## src/rtl/io_bus_fabric.sv

```systemverilog
// Registered base/mask interconnect between the CPU data port and NSLV slave channels.
// One transaction in flight: IDLE decodes, WAIT holds s_req until ack or timeout, RESP pulses m_ack.
module io_bus_fabric #(
  parameter int NSLV = 4,
  parameter int AW = 32,
  parameter int DW = 32,
  parameter logic [NSLV*AW-1:0] SLV_BASE = {32'hFFFF_F070, 32'hFFFF_F060, 32'hFFFF_F000, 32'h0000_0000},
  parameter logic [NSLV*AW-1:0] SLV_MASK = {32'hFFFF_FFF8, 32'hFFFF_FFF8, 32'hFFFF_FFF8, 32'hFFFF_0000},
  parameter int TIMEOUT = 15
) (
  input  logic              clk,
  input  logic              rst,
  input  logic              m_req,
  input  logic              m_we,
  input  logic [AW-1:0]     m_addr,
  input  logic [DW-1:0]     m_wd,
  input  logic [DW/8-1:0]   m_be,
  output logic [DW-1:0]     m_rd,
  output logic              m_ack,
  output logic              m_err,
  output logic [7:0]        err_cnt,
  output logic [NSLV-1:0]   s_req,
  output logic              s_we,
  output logic [AW-1:0]     s_addr,
  output logic [DW-1:0]     s_wd,
  output logic [DW/8-1:0]   s_be,
  input  logic [NSLV*DW-1:0] s_rd,
  input  logic [NSLV-1:0]   s_ack
);

  localparam int BW = DW / 8;
  localparam int SW = (NSLV > 1) ? $clog2(NSLV) : 1;
  localparam int CW = $clog2(TIMEOUT + 1);
  localparam logic [CW-1:0] TO_LAST = CW'(TIMEOUT);

  typedef enum logic [1:0] {ST_IDLE, ST_WAIT, ST_RESP} state_t;

  state_t          state_q, state_d;
  logic [SW-1:0]   sel_q, sel_d;
  logic [CW-1:0]   cnt_q, cnt_d;
  logic [NSLV-1:0] s_req_q, s_req_d;
  logic            s_we_q, s_we_d;
  logic [AW-1:0]   s_addr_q, s_addr_d;
  logic [DW-1:0]   s_wd_q, s_wd_d;
  logic [BW-1:0]   s_be_q, s_be_d;
  logic [DW-1:0]   m_rd_q, m_rd_d;
  logic            m_ack_q, m_ack_d;
  logic            m_err_q, m_err_d;
  logic [7:0]      err_cnt_q, err_cnt_d;

  logic [NSLV-1:0] hit;
  logic [NSLV-1:0] hit_oh;
  logic [DW-1:0]   rd_slice [NSLV];
  logic [SW-1:0]   hit_idx;
  logic            any_hit;
  logic [7:0]      err_cnt_inc;

  for (genvar gi = 0; gi < NSLV; gi++) begin : g_slv
    assign hit[gi]      = (m_addr & SLV_MASK[gi*AW +: AW]) == SLV_BASE[gi*AW +: AW];
    assign rd_slice[gi] = s_rd[gi*DW +: DW];
    assign hit_oh[gi]   = any_hit && (hit_idx == SW'(gi));
  end

  // Scanning downward lets the lowest hitting index win overlapping windows.
  always_comb begin
    hit_idx = '0;
    any_hit = 1'b0;
    for (int k = NSLV - 1; k >= 0; k--) begin
      if (hit[k]) begin
        hit_idx = SW'(k);
        any_hit = 1'b1;
      end
    end
  end

  assign err_cnt_inc = (err_cnt_q == 8'hFF) ? 8'hFF : err_cnt_q + 8'd1;

  always_comb begin
    state_d   = state_q;
    sel_d     = sel_q;
    cnt_d     = cnt_q;
    s_req_d   = s_req_q;
    s_we_d    = s_we_q;
    s_addr_d  = s_addr_q;
    s_wd_d    = s_wd_q;
    s_be_d    = s_be_q;
    m_rd_d    = '0;
    m_ack_d   = 1'b0;
    m_err_d   = 1'b0;
    err_cnt_d = err_cnt_q;
    case (state_q)
      ST_IDLE: begin
        if (m_req) begin
          if (any_hit) begin
            s_we_d   = m_we;
            s_addr_d = m_addr;
            s_wd_d   = m_wd;
            s_be_d   = m_be;
            sel_d    = hit_idx;
            cnt_d    = '0;
            s_req_d  = hit_oh;
            state_d  = ST_WAIT;
          end else begin
            m_ack_d   = 1'b1;
            m_err_d   = 1'b1;
            err_cnt_d = err_cnt_inc;
            state_d   = ST_RESP;
          end
        end
      end
      ST_WAIT: begin
        if (s_ack[sel_q]) begin
          m_ack_d = 1'b1;
          m_rd_d  = s_we_q ? '0 : rd_slice[sel_q];
          s_req_d = '0;
          state_d = ST_RESP;
        end else if (cnt_q == TO_LAST) begin
          m_ack_d   = 1'b1;
          m_err_d   = 1'b1;
          err_cnt_d = err_cnt_inc;
          s_req_d   = '0;
          state_d   = ST_RESP;
        end else begin
          cnt_d = cnt_q + CW'(1);
        end
      end
      ST_RESP: state_d = ST_IDLE;
      default: state_d = ST_IDLE;
    endcase
  end

  // The response outputs are registered on entry to RESP, so they are high exactly while in RESP.
  always_ff @(posedge clk) begin
    if (rst) begin
      state_q   <= ST_IDLE;
      sel_q     <= '0;
      cnt_q     <= '0;
      s_req_q   <= '0;
      s_we_q    <= 1'b0;
      s_addr_q  <= '0;
      s_wd_q    <= '0;
      s_be_q    <= '0;
      m_rd_q    <= '0;
      m_ack_q   <= 1'b0;
      m_err_q   <= 1'b0;
      err_cnt_q <= '0;
    end else begin
      state_q   <= state_d;
      sel_q     <= sel_d;
      cnt_q     <= cnt_d;
      s_req_q   <= s_req_d;
      s_we_q    <= s_we_d;
      s_addr_q  <= s_addr_d;
      s_wd_q    <= s_wd_d;
      s_be_q    <= s_be_d;
      m_rd_q    <= m_rd_d;
      m_ack_q   <= m_ack_d;
      m_err_q   <= m_err_d;
      err_cnt_q <= err_cnt_d;
    end
  end

  assign m_rd    = m_rd_q;
  assign m_ack   = m_ack_q;
  assign m_err   = m_err_q;
  assign err_cnt = err_cnt_q;
  assign s_req   = s_req_q;
  assign s_we    = s_we_q;
  assign s_addr  = s_addr_q;
  assign s_wd    = s_wd_q;
  assign s_be    = s_be_q;

endmodule
```

## config.mk

```make
export PLATFORM = sky130hd
export DESIGN_NAME = io_bus_fabric
export DESIGN_NICKNAME = d
export VERILOG_FILES = /design/src/rtl/io_bus_fabric.sv
export SDC_FILE = /design/constraint.sdc
export NUM_CORES = 1
export LEC_CHECK = 0
export BUFFER_PORTS_ARGS = -buffer_cell sky130_fd_sc_hd__buf_2
export CAP_MARGIN = 20
export CORE_AREA = 2 2 123 125
export CTS_CLUSTER_DIAMETER = 200
export CTS_CLUSTER_SIZE = 10
export DETAILED_ROUTE_END_ITERATION = 12
export DIE_AREA = 0 0 125 127
export GPL_ROUTABILITY_DRIVEN = 0
export PLACE_DENSITY = 0.76
export SETUP_SLACK_MARGIN = 0.15
export SLEW_MARGIN = 20
export SYNTH_ARGS = -nofsm -noshare
export SYNTH_HDL_FRONTEND = slang
export SYNTH_SLANG_ARGS = --single-unit
```

## constraint.sdc

```tcl
create_clock -name clk -period 6.21 [get_ports clk]
set_input_delay 1.242 -clock clk [delete_from_list [all_inputs] [get_ports clk]]
set_output_delay 1.242 -clock clk [all_outputs]
set_load 0.005 [all_outputs]
```

Word-level counts from Yosys, hierarchy flattened
Cells that the tools add are included.

cells by class
  eq/ne operators = 16
  bitwise gates (word level) = 3
  $lt $le $gt $ge = 2
  add/subtract/negate cells = 2
  reduce and logical (&&, ||, !) cells = 14
  muxes and demuxes = 41

operators with widths
  cell                                                 count
  equality test 29 bit, second input constant          3
  binary-select mux 32 bit (select 2 bit)              1
  2-to-1 mux 32 bit                                    2
  2-to-1 mux 8 bit                                     5
  zero test 32 bit                                     1
  2-to-1 mux 4 bit                                     8
  2-to-1 mux 2 bit                                     8
  one-hot mux 4 bit (2 select lines)                   2
  one-hot mux 8 bit (2 select lines)                   1
  inequality test 2 bit, second input constant         6
  2-to-1 mux 1 bit                                     10
  AND reduction 5 bit                                  2
  adder 8 x 1 -> 8 bit, second input constant          1
  equality test 8 bit, second input constant           1
  adder 4 x 1 -> 4 bit, second input constant          1
  equality test 2 x 1 -> 1 bit, second input constant  2
  equality test 2 bit, second input constant           2
  equality test 4 bit, second input constant           1
  logical AND 1 bit                                    4
  zero test 2 bit                                      2
  one-hot mux 1 bit (2 select lines)                   2
  one-hot mux 2 bit (2 select lines)                   1
  AND reduction 4 bit                                  1
  OR reduction 4 bit                                   1
  9 further kinds                                      10

storage, ports and cells
  flip-flop bits (word level) = 123
  bits of input ports = 204
  logic and storage cells = 90

Longest topological paths before layout
Gate-level depths: netlist of run 1.

  depth in word-level cells = 10
  gate-level depth with buffers = 8
  depth with buffers taken out = 6

Worst setup path after synthesis of run 1
OpenSTA, ideal clock, no wires.

  path type = input-to-reg
  start point = input port m_addr[9]
  end point = register err_cnt_q[0], in the netlist err_cnt[0]
  path slack = 2.777 ns
  stages = 8
  data arrival time = 3.317 ns
  cell sequence = or4b_1 -> or4_1 -> buf_2 -> o31a_1 -> buf_6 -> o21a_1 -> buf_6 -> o211a_1

between the ends
  word-level cells in the longest chain between the ends = 7

RTL lines
  what                                        line  RTL
  start: declaration                          15    input logic [AW-1:0] m_addr,
  equality test 29 bit                        59    assign hit[gi] = (m_addr & SLV_MASK[gi*AW +: AW]) == SLV_BASE[gi*AW +: AW];
  2-to-1 mux 1 bit (2 in series)              69    if (hit[k]) begin
  2-to-1 mux 1 bit (*) (2 in series)          69
  inequality test 2 bit (no source line) (*)  --
  AND reduction 5 bit (no source line) (*)    --
  end signal: assignment                      159   err_cnt_q <= err_cnt_d;
  end: declaration                            49    logic [7:0] err_cnt_q, err_cnt_d;

Mark *: on every way between the ends. The rest lies on a longest branch, timed or not.
A chain may end at the register's enable or synchronous reset.

Worst setup path after layout of run 1
  start point = input port m_addr[9]
  end point = register s_addr_q[28], in the netlist s_addr[28]

between the ends
  word-level cells in the longest chain between the ends = 6

RTL lines
  what                                      line  RTL
  equality test 29 bit                      59
  2-to-1 mux 1 bit (2 in series)            69
  2-to-1 mux 1 bit (*) (2 in series)        69
  AND reduction 3 bit (no source line) (*)  --
  end signal: assignment                    153   s_addr_q <= s_addr_d;
  end: declaration                          43    logic [AW-1:0] s_addr_q, s_addr_d;

Marked as above.

==> out/metrics.csv, run 1 <==
metric,value,unit
outcome,"finished, final reports clean",
grt_setup_unrepaired,false,
grt-ovfl-total,0,
max_cap_violations,0,
syn_area,0.005381,sq mm
clockBufferDepth,2,
cts_max_level,4,
power.internal,1561,uW
viasPerCell,5.321,
p_total,1967,uW
synth.distinct_cells,44,
synthTopCellsByArea,"dfxtp_1 (46%), mux4_2 (14%), o21ai_0 (6.6%)",
netlist_instances,552,
synth_commonest_cells,"dfxtp_1 (123), o21ai_0 (71), nand3_1 (60)",
reg2regPathDepth,5,
wl_per_cell,17.80,microns
routed_wl,18.49,mm
dieArea,0.01588,sq mm
yosys.area.top_type,dfxtp_1,
cts_tree,built,
combPwrFrac,0.069,
grt_pass1_wl,28.10,mm
syn_nets,758,
cts-resized-gates,0,
critPathRequiredTime,6.53,ns
cp-end-kind,flip-flop,
ys.flop_type,dfxtp_1,
cts_setup_buffers,0,
grt_start_max_net_pins,60,
portBuffers,318,
p_leak,0.003347,uW
fp-row-count,44,
core_area,0.01442,sq mm
min_from,s_addr[26]$_SDFFE_PP0P_,
async_reset_ff_frac,0,
setup_tns,0,ns
ir_drop,0.0002088,V
worstReg2RegStart,state_q[1]$_SDFFE_PP0P_,
tightest_slew,1.108,ns
power.switching,406.1,uW
critPathKind,in2reg,
slew_viol_final,0,
drtPass1Iterations,5,
ys_seq_area_frac,0.4576,
die_height,127,microns
p_per_area,256.7,mW/mm^2
hpwlAfterDp,13.69,mm
place_ws,1.781,ns
synth.avg_cell_area,9.749,sq um
antenna_found_initial,0,
die_width,125,microns
worstPathArrival,4.37,ns
fmax,247.1,MHz
worstSkewPairLatency,0.41,ns
stdcell_area,0.007665,sq mm
utilization,0.5314,
p_clk_frac,0.527,
drive_gt1_frac,0.4678,
finalCritPeriodShare,0.6518,
hp-class,reg2reg,
grt_pass1_vias,5186,
cts_root_buf,clkbuf_16,
initial_core_util,0.3731,
slew_headroom,0.2612,
ys_ff_latch,123,
hold_path_end,s_addr[26]$_SDFFE_PP0P_,
yosys_warnings,0,
num_vias,5528,
yosysMostFrequentCell,dfxtp_1,
synth_edf_count,0,
num-nets-final,1049,
synth_top_area_frac,0.4576,
startpoint_type,input pin,
power.share.sequential,0.404,
r2r_slack,3.57,ns
diodes,0,
drcViolationCount,0,
switching_share,0.2064,
hold_buffers,0,
hold_viol,0,
cts_buffers,17,
numClockSinks,123,
fin_skew,0.01055,ns
fin_crit,4.047,ns
place_area,0.007042,sq mm
min_path_cells,2,
first_iter_violations,372,
finalWorstSetupSlack,2.163,ns
io_pins,319,
ant_nets,0,
grt.total_usage,0.2230,
cp_max_fo,27,
setup_viol,0,
area_growth_syn_to_layout,42.43,%
path_clk_slew,0.05,ns
reg2reg_to,err_cnt[5]$_SDFFE_PP0P_,
## worst max-delay path: stages
cell	delay [ns]
buf_2	0.11
or4b_1	0.53
or4_1	0.62
o31ai_4	0.99
nand4_1	0.64
o21ai_0	0.24
## cell type report
cell class / count / area (sq um)
Clock buffer: 23 / 478.0
Clock inverter: 8 / 140.1
Fill cell: 1313 / 6759
Inverter: 8 / 30.03
Multi-Input combinational cell: 368 / 2679
Sequential cell: 123 / 2464
Tap cell: 184 / 230.2
Timing Repair Buffer: 325 / 1644
## metrics by stage
stage,hold slack [ns],instances
6_report,0.4538,1039
5_1_grt,0.4844,1039
4_1_cts,0.4572,1039
3_5_place_dp,0.4495,1008
3_3_place_gp,0.4407,1008
2_1_floorplan,0.4511,552
## worst max path at each step
stage | slack (ns) | to | cells after the start | start
final | 2.16 | s_addr[28]$_SDFFE_PP0P_ | 6 | m_addr[9]
after global routing | 1.95 | s_addr[31]$_SDFFE_PP0P_ | 6 | m_addr[9]
after CTS | 2.21 | s_addr[28]$_SDFFE_PP0P_ | 6 | m_addr[9]
after floorplan | 2.78 | err_cnt[0]$_SDFFE_PP0P_ | 8 | m_addr[9]
after detailed placement | 1.78 | s_addr[31]$_SDFFE_PP0P_ | 6 | m_addr[9]
after global placement | 1.80 | s_addr[22]$_SDFFE_PP0P_ | 6 | m_addr[9]
## per-layer routing
layer	share of wire	GRT usage	vias up
met2	0.49	0.3555	253
met1	0.43	0.3028	2645
met3	0.076	0.06784	7
li1	-	-	2623
met5	0	0	-
met4	0.0047	0.04575	0
## placed cells by master (no fill, tap or decap), drive strengths merged, types with 3 or more instances in the layout
cell type  synthesis  layout
clkbuf            39      23
o211ai             6       6
mux4              33      33
and3               7       7
mux2i              3       3
a211oi             3       3
nand3             60      60
o21ai             71      71
or3                3       3
nand2             27      27
dfxtp            123     123
nand2b             3       3
a21oi             56      56
nor2               8       8
a221oi             6       6
nor4               6       6
bufinv             0       4
o2111ai            3       3
inv                8       8
buf               14     325
clkinv             0       4
nor2b             35      35
nand4              9       9
## sequential cells by signal, indices dropped and copies added (netlist names)
| signal | count |
|---|---|
| cnt_q | 4 |
| err_cnt | 8 |
| m_ack | 1 |
| m_err | 1 |
| m_rd | 32 |
| s_addr | 32 |
| s_be | 4 |
| s_req | 4 |
| s_wd | 32 |
| s_we | 1 |
| sel_q | 2 |
| state_q | 2 |
## power by group through the flow
stage	sequential (uW)	combinational, uW	clock, uW
final	795	136	1040
after global routing	795	146	1090
after CTS	794	135	1050
after detailed placement	811	134	0
after global placement	811	133	0
after floorplan	811	52.8	0
## cells by family after synthesis
family,Yosys count,synth area share
AOI/OAI and AO/OA,160,0.1774
adders and majority gates,2,0.004649
buffers and inverters,61,0.04720
DFF,123,0.4576
muxes,36,0.1437
and+or+nand+nor,170,0.1695
(Power assumes the default switching activity.)
==> inputs of run 2 (changes only) <==
- PLACE_DENSITY: 0.76 -> 0.79
- clock period: 6.21 -> 3.6 ns (I/O delays scaled with it)
==> run 2 against run 1 <==
  * Wire length down 1.7%
  * Critical path depth rose by 1
  * Utilization increased by 0.26 points
  * Worst setup slack got worse by 1.5 ns
  * Highest routed layer unchanged
  * Worst hold slack improved by 0.0016 ns
  * Clock skew is 0.0050 ns lower
  * Clock power increased by 69%
  * Non-clock buffer count up 5
  * Power increased by 71%
  * Die area stayed put
  * Final cell count grew 0.58%
==> out/metrics.csv, run 2 (synthesis gave the netlist of run 1 again) <==
metric,value,unit,change
path_clk_slew,0.06,ns,about the same
grt_pass1_vias,5221,,+0.67%
diodes,0,,unchanged
cts_tree,built,,
slew_viol_final,0,,unchanged
p_per_area,436.4,mW/mm^2,+70%
num-nets-final,1054,,+0.48%
fmax,340.4,MHz,
critPathMaxStageDelay,0.61,ns,-0.38 ns
drcViolationCount,0,,unchanged
finalCritPeriodShare,0.8161,,
routed_wl,18.18,mm,-1.7%
layout_commonest_cell,buf_2,,
cts_buffers,17,,unchanged
grt-ovfl-total,0,,unchanged
worst-path-buf-inv,2,,+1
hold_buffers,0,,unchanged
cts_max_level,4,,unchanged
antenna_found_initial,0,,unchanged
cp-end-kind,flip-flop,,
slew_headroom,0.4482,,+0.1870
drive_gt1_frac,0.4727,,+0.004870
hold_ws,0.4554,ns,+0.001609 ns
viasPerCell,5.361,,+0.76%
cts-resized-gates,0,,unchanged
fin_skew,0.005523,ns,-0.005024 ns
seq_area,0.002464,sq mm,unchanged
ant_nets,0,,unchanged
cts_root_buf,clkbuf_16,,
grt_pass1_wl,27.78,mm,-1.2%
outcome,"finished, final reports clean",,
hold_viol,0,,unchanged
ir_drop,0.0002953,V,+41%
final_cell_mix,"buf_2 (318), dfxtp_1 (122), o21ai_0 (71)",,
initial_core_util,0.3731,,unchanged
worstPathCellList,"buf_2, or4b_1, or4_1, o31a_2, buf_4, o21ai_0, a21oi_1",,
critPathRequiredTime,3.86,ns,-2.67 ns
grt_start_max_net_pins,69,,+15%
cts_setup_buffers,0,,unchanged
cp_max_fo,51,,+89%
fin_crit,2.938,ns,
first_iter_violations,402,,+8.1%
numClockSinks,123,,unchanged
fillers,1316,,+0.23%
place_ws,0.2694,ns,-1.511 ns
die_height,127,microns,unchanged
wl_per_cell,17.40,microns,-2.2%
hpwlAfterDp,13.29,mm,-2.9%
worstSkewPairLatency,0.41,ns,about the same
grt.total_usage,0.2202,,-0.002818
crit_path_top_delay_cell,or4_1,,
clockBufferDepth,2,,unchanged
drtPass1Iterations,4,,-1
critPathKind,in2reg,,
core_area,0.01442,sq mm,unchanged
portBuffers,318,,unchanged
setup_tns,0,ns,unchanged
fp-row-count,44,,unchanged
num_vias,5602,,+1.3%
grt_setup_unrepaired,false,,
multiInputGateArea,0.002674,sq mm,-0.19%
finalWorstSetupSlack,0.6622,ns,-1.500 ns
hp-class,reg2reg,,
p_leak,0.003348,uW,about the same
critPathTopFamily,simple AND/OR/NAND/NOR gates,,
worstPathArrival,3.20,ns,-1.17 ns
dieArea,0.01588,sq mm,unchanged
max_cap_violations,0,,unchanged
io_pins,319,,unchanged
startpoint_type,input pin,,
setup_viol,0,,unchanged
area_growth_syn_to_layout,43.13,%,
die_width,125,microns,unchanged
tightest_slew,0.8267,ns,-0.2815 ns
## run 2: cell count changes in the layout (fill, tap and decap cells not counted), sizes merged
| cell | delta |
|---|---|
| buf | +5 |
| clkinvlp | +5 |
| clkbuf | -4 |
| inv | +2 |
| bufinv | -1 |
| clkinv | -1 |
## run 2: cell type report
class | count | share of cell area
timing repair buffer | 330 | 0.2199
tap | 184 | 0.02989
clock buffer | 19 | 0.05750
clock inverter | 13 | 0.02177
multi-input combinational | 368 | 0.3471
sequential | 123 | 0.3199
inverter | 8 | 0.003899
## run 2: final timing paths
kind / from / to / slack [ns] / cells past startpoint
worst max register to register: sel_q[0]$_SDFFE_PP0P_ / m_err$_SDFF_PP0_ / 1.40 / 5
worst max-delay path: m_addr[9] / s_wd[17]$_SDFFE_PP0P_ / 0.66 / 7
worst min-delay path: s_addr[27]$_SDFFE_PP0P_ / s_addr[27]$_SDFFE_PP0P_ / 0.46 / 2
worst min register to register: s_addr[27]$_SDFFE_PP0P_ / s_addr[27]$_SDFFE_PP0P_ / 0.46 / 2
## run 2: worst register-to-register path: cells and delay by family, from the launching register on
kind                   cells  cell delay [ns]
muxes                      1             0.59
buffers and inverters      1             0.20
DFF                        1             0.36
AOI/OAI and AO/OA          2             0.71
and+or+nand+nor            1             0.25
## run 2: metal layers
| metal | part of all wire | GRT usage |
|---|---|---|
| met5 | 0 | 0 |
| met4 | 0.019 | 0.07124 |
| met3 | 0.087 | 0.08040 |
| met2 | 0.49 | 0.3619 |
| met1 | 0.40 | 0.2707 |
## run 2: per-stage QoR
step	area (sq um)	std cells	util	total power, uW
2_1_floorplan	5381	552	-	1490
3_3_place_gp	7092	1013	0.4917	1627
3_5_place_dp	7092	1013	0.4917	1630
4_1_cts	7702	1045	0.5340	3391
5_1_grt	7702	1045	0.5340	3474
6_report	7702	1045	0.5340	3362
## run 2: power by group
| group | switching (uW) | internal, uW |
|---|---|---|
| Sequential | 4.25 | 1370 |
| Combinational | 111 | 123 |
| Clock | 647 | 1110 |
| Total | 762 | 2600 |
==> inputs of run 3 (changes only) <==
- ABC_AREA: not set -> 1
- PLACE_DENSITY: 0.79 -> 0.83
- clock period: 3.6 -> 2.4 ns (I/O delays scaled with it)
==> run 3 against run 2 <==
  * Non-clock buffer count is 1 higher
  * Synthesized cell count is 58% higher
  * Count of clock-buffer cells in the layout is 2 higher
  * Power is 48% higher
==> out/metrics.csv, run 3 <==
metric,value,unit,change
outcome,"finished, final reports clean",,
num-nets-final,1377,,+31%
ys_seq_area_frac,0.4191,,-0.03849
final_cell_mix,"buf_2 (318), nor2_1 (271), nand2_1 (128)",,
min_path_cells,3,,+1
initial_core_util,0.4074,,+0.03426
tightest_slew,0.5237,ns,-0.3030 ns
cp-end-kind,flip-flop,,
viasPerCell,4.836,,-9.8%
fmax,499.5,MHz,
hold_buffers,0,,unchanged
synth_top_area_frac,0.4191,,-0.03849
power.internal,3793,uW,+46%
die_height,127,microns,unchanged
stdcell_count,1374,,+31%
worstPathArrival,2.36,ns,-0.84 ns
grt.total_usage,0.2280,,+0.007854
crit_top_cell,nand2_1,,
core_area,0.01442,sq mm,unchanged
die_width,125,microns,unchanged
grt-ovfl-total,0,,unchanged
num_vias,6645,,+19%
ys_ff_latch,123,,unchanged
dp.cells,1336,,+32%
reg2reg_to,err_cnt[5]$_SDFFE_PP0P_,,
syn_area,0.005876,sq mm,+9.2%
critPathRequiredTime,2.76,ns,-1.10 ns
drcViolationCount,0,,unchanged
hold_viol,0,,unchanged
slew_viol_final,0,,unchanged
cts_buffers,17,,unchanged
critPathKind,reg2reg,,
yosys.area.top_type,dfxtp_1,,
cts_max_level,4,,unchanged
hold_path_end,s_wd[29]$_SDFFE_PP0P_,,
numClockSinks,123,,unchanged
r2r_slack,0.40,ns,-1.00 ns
synth_edf_count,0,,unchanged
worstReg2RegStart,sel_q[0]$_SDFFE_PP0P_,,
routed_wl,18.99,mm,+4.5%
fin_skew,0.005300,ns,-0.0002231 ns
portBuffers,318,,unchanged
path_clk_slew,0.06,ns,about the same
crit_path_top_delay_cell,dfxtp_2,,
setup_viol,0,,unchanged
drtPass1Iterations,6,,+2
setup_tns,0,ns,unchanged
critPathMaxStageDelay,0.50,ns,-0.11 ns
min_from,m_wd[29],,
p_per_area,609.3,mW/mm^2,+40%
dieArea,0.01588,sq mm,unchanged
worst-path-buf-inv,1,,-1
grt_start_max_net_pins,53,,-23%
io_pins,319,,unchanged
synthTopCellsByArea,"dfxtp_1 (42%), nor2_1 (17%), nand2_1 (8.2%)",,
worstPathCellList,"clkinv_1, nand2_1, nand3_1, nand3_1, nand2_1, nor2_4, nand2_1, nand2_1, nand2_1, nor2_1",,
critPathTopFamily,simple AND/OR/NAND/NOR gates,,
cts_root_buf,clkbuf_16,,
ir_drop,0.0004252,V,+44%
startpoint_type,flip-flop,,
p_leak,0.004578,uW,+37%
fillers,1384,,+5.2%
power.share.sequential,0.424,,+0.016
cts_tree,built,,
p_clk_frac,0.488,,-0.035
grt_pass1_vias,5974,,+14%
cp_max_fo,16,,-69%
max_cap_violations,0,,unchanged
grt_pass1_wl,29.06,mm,+4.6%
combPwrFrac,0.088,,+0.019
layout_commonest_cell,buf_2,,
clockBufferDepth,2,,unchanged
switching_share,0.2358,,+0.009169
wl_per_cell,13.82,microns,-21%
power.switching,1170,uW,+54%
seq_area,0.002464,sq mm,unchanged
antenna_found_initial,6,,+6
netlist_instances,871,,+58%
async_reset_ff_frac,0,,unchanged
yosysMostFrequentCell,nor2_1,,
area_growth_syn_to_layout,38.65,%,
ys.flop_type,dfxtp_1,,
drive_gt1_frac,0.3345,,-0.1382
fp-row-count,44,,unchanged
fin_crit,2.002,ns,
multiInputGateArea,0.002895,sq mm,+8.3%
hp-class,in2reg,,
synth.distinct_cells,27,,-39%
ant_nets,0,,unchanged
yosys_warnings,0,,unchanged
synth_commonest_cells,"nor2_1 (271), nand2_1 (128), dfxtp_1 (123)",,
slew_headroom,0.6508,,+0.2026
grt_setup_unrepaired,false,,
hpwlAfterDp,14.44,mm,+8.7%
worstSkewPairLatency,0.42,ns,about the same
syn_nets,1077,,+42%
first_iter_violations,322,,-20%
reg2regPathDepth,10,,+5
finalCritPeriodShare,0.8341,,
synth.avg_cell_area,6.746,sq um,-31%
[run 3: cell families after synthesis]
| logic type | count (synthesis) | share of synthesized area |
|---|---|---|
| and+or+nand+nor | 438 | 0.2941 |
| AOI/OAI and AO/OA | 186 | 0.1906 |
| DFF | 123 | 0.4191 |
| buffers and inverters | 120 | 0.08901 |
| xor gates and xnor gates | 2 | 0.002982 |
| adders and majority gates | 2 | 0.004258 |
[run 3: worst max-delay path by stage]
stage / from / to / slack, ns / cells past startpoint
floorplan: m_addr[8] / s_addr[29]$_SDFFE_PP0P_ / 0.71 / 12
global route: sel_q[0]$_SDFFE_PP0P_ / err_cnt[5]$_SDFFE_PP0P_ / 0.17 / 10
finish: sel_q[0]$_SDFFE_PP0P_ / err_cnt[5]$_SDFFE_PP0P_ / 0.40 / 10
detailed placement: m_addr[4] / cnt_q[0]$_SDFFE_PP0P_ / 0.26 / 14
global placement: sel_q[0]$_SDFFE_PP0P_ / err_cnt[5]$_SDFFE_PP0P_ / 0.32 / 9
CTS: sel_q[0]$_SDFFE_PP0P_ / err_cnt[5]$_SDFFE_PP0P_ / 0.26 / 10
[run 3: final cells by class]
| class | count | area share |
|---|---|---|
| antenna | 6 | 0.001843 |
| clock buffer | 21 | 0.05775 |
| clock inverter | 11 | 0.01167 |
| inverter | 70 | 0.03225 |
| multi-input combinational | 628 | 0.3554 |
| sequential | 123 | 0.3024 |
| tap | 184 | 0.02826 |
| timing repair buffer | 331 | 0.2104 |
[run 3: routing by layer]
metal / vias to the layer above / track usage / share of wire
li1: 3361 / - / -
met3: 37 / 0.06910 / 0.074
met2: 275 / 0.3891 / 0.49
met1: 2972 / 0.2646 / 0.40
met4: 0 / 0.1039 / 0.030
met5: - / 0 / 0
[run 3: power by group through the flow]
stage               Combinational [uW]  Clock, uW  Sequential [uW]
finish                             439       2420             2100
global route                       498       2550             2110
CTS                                437       2460             2100
detailed placement                 434          0             2150
global placement                   425          0             2150
floorplan                          200          0             2140
[run 3: per-stage QoR]
stage	hold WS (ns)	total power, uW	instance area [sq um]	utilization	setup slack [ns]
floorplan	0.4571	2344	5876	-	0.7079
global placement	0.4515	2571	7561	0.5242	0.3247
detailed placement	0.4646	2579	7561	0.5242	0.2571
CTS	0.2717	4996	8127	0.5634	0.2594
global route	0.2752	5158	8147	0.5648	0.1727
finish	0.2822	4963	8147	0.5648	0.3981
[run 3: worst register-to-register path: stages, from the launching register on]
cell and delay (ns):
dfxtp_2 0.50, clkinv_1 0.24, nand2_1 0.10, nand3_1 0.15, nand3_1 0.16, nand2_1 0.11, nor2_4 0.32, nand2_1 0.16
nand2_1 0.09, nand2_1 0.05, nor2_1 0.08
[run 3: what timing repair did]
action / in CTS / in global routing
setup buffers: 0 / 0
resized for setup: 0 / 1
setup endpoints to repair: 0 / 7
